$ cat src/rtl/timer_sequencer.sv
// Upstream controller for the countdown timer: steps the timer through a small
// program of intervals, with one-shot/looping runs, abort and a per-interval watchdog.
module timer_sequencer #(
    parameter int DEPTH = 4,
    parameter int CW    = 4,
    parameter int TMO_W = 8,
    localparam int AW   = $clog2(DEPTH)
) (
    input  logic          clk,
    input  logic          rst,
    input  logic          wr_en,
    input  logic [AW-1:0] wr_addr,
    input  logic [CW-1:0] wr_data,
    input  logic [AW:0]   num_steps,
    input  logic          go,
    input  logic          loop,
    input  logic          abort,
    input  logic          timer_reached,
    output logic [CW-1:0] count_out,
    output logic          start_out,
    output logic          busy,
    output logic [AW-1:0] step_idx,
    output logic          step_pulse,
    output logic          done,
    output logic          timeout_err
);

    typedef enum logic [1:0] {
        S_IDLE,
        S_LOAD,
        S_WAIT
    } state_t;

    localparam logic [AW:0] DEPTH_N = (AW+1)'(DEPTH);

    state_t           state_q;
    logic [CW-1:0]    prog_q [DEPTH];
    logic [AW:0]      nsteps_q;
    logic [AW:0]      nsteps_d;
    logic [TMO_W-1:0] wdog_q;
    logic [CW-1:0]    count_q;
    logic             start_q;
    logic             busy_q;
    logic [AW-1:0]    idx_q;
    logic [AW-1:0]    idx_d;
    logic             pulse_q;
    logic             done_q;
    logic             tmo_q;

    logic             go_acc;
    logic             wr_acc;
    logic             last_step;
    logic             wdog_max;

    // A write coinciding with an accepted go is dropped so the run starts
    // from the program as it stood before the go.
    always_comb begin
        nsteps_d  = (num_steps > DEPTH_N) ? DEPTH_N : num_steps;
        go_acc    = (state_q == S_IDLE) && go && (nsteps_d != '0);
        wr_acc    = wr_en && !busy_q && !go_acc;
        idx_d     = idx_q + AW'(1);
        last_step = (({1'b0, idx_q} + (AW+1)'(1)) == nsteps_q);
        wdog_max  = &wdog_q;
    end

    always_ff @(posedge clk) begin
        if (rst) begin
            state_q  <= S_IDLE;
            nsteps_q <= '0;
            wdog_q   <= '0;
            count_q  <= '0;
            start_q  <= 1'b0;
            busy_q   <= 1'b0;
            idx_q    <= '0;
            pulse_q  <= 1'b0;
            done_q   <= 1'b0;
            tmo_q    <= 1'b0;
            for (int i = 0; i < DEPTH; i++) begin
                prog_q[i] <= '0;
            end
        end else begin
            pulse_q <= 1'b0;
            done_q  <= 1'b0;

            if (wr_acc) begin
                prog_q[wr_addr] <= wr_data;
            end

            case (state_q)
                S_IDLE: begin
                    if (go_acc) begin
                        nsteps_q <= nsteps_d;
                        idx_q    <= '0;
                        count_q  <= prog_q[0];
                        busy_q   <= 1'b1;
                        tmo_q    <= 1'b0;
                        state_q  <= S_LOAD;
                    end
                end

                S_LOAD: begin
                    if (abort) begin
                        start_q <= 1'b0;
                        busy_q  <= 1'b0;
                        state_q <= S_IDLE;
                    end else begin
                        start_q <= 1'b1;
                        wdog_q  <= '0;
                        state_q <= S_WAIT;
                    end
                end

                S_WAIT: begin
                    if (abort) begin
                        start_q <= 1'b0;
                        busy_q  <= 1'b0;
                        state_q <= S_IDLE;
                    end else if (timer_reached) begin
                        // Completion wins over a watchdog expiring on the same edge.
                        pulse_q <= 1'b1;
                        start_q <= 1'b0;
                        if (!last_step) begin
                            idx_q   <= idx_d;
                            count_q <= prog_q[idx_d];
                            state_q <= S_LOAD;
                        end else if (loop) begin
                            idx_q   <= '0;
                            count_q <= prog_q[0];
                            state_q <= S_LOAD;
                        end else begin
                            done_q  <= 1'b1;
                            busy_q  <= 1'b0;
                            state_q <= S_IDLE;
                        end
                    end else if (wdog_max) begin
                        tmo_q   <= 1'b1;
                        start_q <= 1'b0;
                        busy_q  <= 1'b0;
                        state_q <= S_IDLE;
                    end else begin
                        wdog_q <= wdog_q + TMO_W'(1);
                    end
                end

                default: begin
                    start_q <= 1'b0;
                    busy_q  <= 1'b0;
                    state_q <= S_IDLE;
                end
            endcase
        end
    end

    assign count_out   = count_q;
    assign start_out   = start_q;
    assign busy        = busy_q;
    assign step_idx    = idx_q;
    assign step_pulse  = pulse_q;
    assign done        = done_q;
    assign timeout_err = tmo_q;

endmodule

$ cat config.mk
export PLATFORM = sky130hd
export DESIGN_NAME = timer_sequencer
export DESIGN_NICKNAME = d
export VERILOG_FILES = /design/src/rtl/timer_sequencer.sv
export SDC_FILE = /design/constraint.sdc
export NUM_CORES = 1
export LEC_CHECK = 0
export CAP_MARGIN = 20
export CORE_MARGIN = 2
export CORE_UTILIZATION = 50
export CTS_CLUSTER_DIAMETER = 80
export DETAILED_ROUTE_END_ITERATION = 16
export PLACE_DENSITY = 0.69
export SETUP_SLACK_MARGIN = 0.02
export SLEW_MARGIN = 20
export SYNTH_ARGS = -nofsm -noshare
export SYNTH_HDL_FRONTEND = slang
export SYNTH_SLANG_ARGS = --single-unit
export TNS_END_PERCENT = 30
$ cat constraint.sdc
create_clock -name clk -period 2.74 [get_ports clk]
set_clock_uncertainty 0.05 [all_clocks]
set_input_delay 0.411 -clock clk [delete_from_list [all_inputs] [get_ports clk]]
set_output_delay 0.411 -clock clk [all_outputs]
set_load 0.02 [all_outputs]
==> impl_metrics.csv <==
group,metric,value,unit
routing,viasPerCell,6.04,
timing,timing.hold.ws,0.443,ns
synthesis,synth.net_count,225,
layout,layout.nets,258,
synthesis,ys_ff_latch,40,
critical_path,crit_slowest_cell,"clkdlybuf4s50_1",
layout,final_cells,291,
timing,finalCritPeriodShare,80.6,%
global_route,gr-total-overflow,0,
power,total_power,1.20,mW
power,power_density,469,mW/mm^2
clocking,cts_hold_buf,0,
power,vdd_drop_max,314,uV
timing,fin_setup_tns,0,ns
critical_path,cp_max_fo,5,
timing,tightest_slew,0.567,ns
synthesis,synth.area.top_cells,"dfxtp_1 22%, edfxtp_1 22%, mux2i_1 4.2%",
clocking,ctsResizeCount,0,
critical_path,r2r_cells,5,
layout,area_growth,19.5,%
routing,routed_wirelength,4.90,mm
routing,first_pass_iters,4,
global_route,grt_pass1_vias,1745,
timing,rsz0062_at_grt,"no",
clocking,cts.clk_slew.worst_paths,0.07,ns
clocking,cts_tree,"built",
routing,vias,1758,
die,fp.dieW,69.4,um
global_route,grt_pass1_wl,8.29,mm
power,switching_share,25.2,%
place,routabilityCongestion,0.799,
synthesis,synth_cell_types,58,
routing,drtIter0Drc,125,
job,cap_violations,0,
global_route,track_usage,21.5,%
power,p_clk_share,31.4,%
timing,fmax,453,MHz
synthesis,async_flop_share,0,%
run_status,outcome,"completed",
clocking,cts-buffers-inserted,5,
critical_path,slowest_delay,0.48,ns
die,start_util,52.8,%
critical_path,crit_type,"primary input to flip-flop",
timing,slew_headroom,61.9,%
critical_path,worstPathArrival,2.16,ns
timing,hold_violations,0,
clocking,post_cts_buffers,0,
global_route,antenna_found_initial,0,
synthesis,synth-adder-area-share,1.17,%
critical_path,cp_cell_sequence,"clkdlybuf4s50_1 > or3_4 > a2111oi_4 > nor3b_2 > or2_2",
critical_path,required,2.70,ns
power,intPower,898,uW
power,p_seq_share,54.8,%
layout,drive_above_1_share,14.5,%
critical_path,crit_path_end_kind,"flip-flop",
die,row_count,23,
synthesis,synth_xor_xnor_area_share,2.45,%
worst_hold_path,hold_path.class,"flip-flop to flip-flop",
synthesis,synth_top_family_by_area,"simple AND/OR/NAND/NOR gates",
clocking,htreeDepth,2,
synthesis,netlist_area,0.00214,mm^2
timing,finalMaxSlewViolations,0,
power,p_leak,0.940,nW
clocking,cts_sinks,40,
synthesis,synth-edff-count,16,
synthesis,synthSimpleGateAreaFrac,25.7,%
synthesis,synth_compound_area_share,18.5,%
timing,setup_viol,0,
die,coreArea,0.00406,mm^2
synthesis,synthMuxAreaShare,4.21,%
timing,period_minus_slack,2.21,ns
routing,ant_nets,0,
critical_path,startpoint_type,"primary input",
synthesis,syn-mean-instance-area,10.3,um^2
routing,routedWlPerCell,16.9,um
global_route,grt_max_degree,13,
power,p_sw,302,uW
clocking,cts-root-buf,"clkbuf_8",
routing,drcViolationCount,0,
synthesis,yosysTopAreaCellShare,22.4,%
power,p_comb_share,13.8,%
worst_hold_path,hold_depth,2,
clocking,clk_latency,0.29,ns
synthesis,synth_flop_cell,"dfxtp_1",
place,dp.final_hpwl,3.66,mm
synthesis,yosysSeqAreaShare,44.9,%
die,die_area,0.00482,mm^2
synthesis,syn_inst,207,
synthesis,synth_top_cell_by_area,"dfxtp_1",
place,dpl.cell_count,283,
synthesis,synth_warnings,0,
clocking,clock_path_buffers,2,
layout,antenna_cells,0,
die,ios,27,
die,die_y,69.4,um
place,portBuffers,26,
==> Yosys cell counts, types with 2 or more instances <==
library cell  number
dfxtp_1           24
edfxtp_1          16
and2_1            13
nand2_1           13
nor2_1            12
mux2i_1            9
and3_1             8
nand3_1            7
nor2b_1            7
a21oi_1            6
nor3_1             6
o21ai_0            5
a31oi_1            4
inv_1              4
o22ai_1            4
or2_2              4
clkbuf_1           3
nand2b_1           3
nor3b_1            3
o21ai_2            3
o311ai_0           3
xnor2_1            3
xor2_1             3
a221o_1            2
a311oi_1           2
a311oi_2           2
buf_4              2
ha_1               2
nand3b_1           2
nor4_1             2
o31ai_1            2
or3b_2             2
==> placed cells by master, fill, tap and decap left out, types with 3 or more instances in the layout <==
cell / count
nor3_1: 6
dfxtp_1: 24
o22ai_1: 4
inv_1: 4
or2_2: 4
o21ai_0: 5
a21oi_1: 6
mux2i_1: 9
o21ai_2: 3
xnor2_1: 3
nand3_1: 7
and2_1: 13
nand2_1: 13
clkbuf_8: 5
clkdlybuf4s50_1: 26
buf_4: 8
a31oi_1: 4
nor2b_1: 7
edfxtp_1: 16
nand2b_1: 3
xor2_1: 3
nor3b_1: 3
o311ai_0: 3
and3_1: 8
nor2_1: 12
==> per-stage QoR <==
| step | util, % | setup slack (ns) | instance area (um^2) |
|---|---|---|---|
| final | 63.0 | 0.531 | 2560 |
| after global routing | 63.0 | 0.438 | 2560 |
| after detailed placement | 61.1 | 0.210 | 2480 |
| after global placement | 61.1 | 0.318 | 2480 |
| after CTS | 63.0 | 0.517 | 2560 |
| after floorplan | - | 0.674 | 2140 |
==> path summary, 6_finish.rpt <==
path	start	end	slack, ns
min	step_idx[1]$_SDFFE_PP0P_	step_idx[1]$_SDFFE_PP0P_	0.44
max	num_steps[2]	prog_q[0][1]$_SDFFCE_PN0P_	0.53
min reg2reg	step_idx[1]$_SDFFE_PP0P_	step_idx[1]$_SDFFE_PP0P_	0.44
max reg2reg	step_idx[0]$_SDFFE_PP0P_	count_out[2]$_SDFFE_PP0P_	0.61
==> area by class of cell <==
type | instances | area (um^2)
inverter | 5 | 18.8
multi-input combinational | 154 | 1110
clock buffer | 7 | 76.3
fill | 331 | 1500
timing repair buffer | 34 | 320
sequential | 40 | 961
clock inverter | 1 | 3.75
tap | 50 | 62.6
==> metal layers <==
metal / up-vias / track usage [%] / share of wire [%]
li1: 849 / - / -
met1: 845 / 28.2 / 45
met2: 59 / 35.0 / 48
met3: 5 / 5.81 / 5.6
met4: 0 / 5.66 / 1.0
met5: - / 0 / 0
==> logic make-up (layout without fill, tap and decap cells) <==
| kind of cell | Yosys count | after routing |
|---|---|---|
| and+or+nand+nor | 91 | 91 |
| AOI/OAI and AO/OA | 46 | 46 |
| DFF | 40 | 40 |
| buffers and inverters | 13 | 47 |
| muxes | 9 | 9 |
| xor gates and xnor gates | 6 | 6 |
| adders and majority gates | 2 | 2 |
==> sequential cells by signal (all words and copies together) (netlist names), 2 cells and up <==
signal / count
state_q: 2
count_out: 4
nsteps_q: 3
wdog_q: 8
step_idx: 2
prog_q: 16
==> power by group through the flow <==
stage	registers (mW)	logic, mW	clock network [mW]
floorplan	0.674	0.0914	0
global placement	0.671	0.161	0
detailed placement	0.672	0.164	0
CTS	0.658	0.166	0.381
global route	0.661	0.179	0.416
finish	0.658	0.166	0.377
==> worst max-delay path: cells and delay by family <==
kind / cells / cell delay, ns
and+or+nand+nor: 3 / 0.90
AOI/OAI and AO/OA: 1 / 0.36
buffers and inverters: 1 / 0.48
Power figures use the tool's default switching activity.
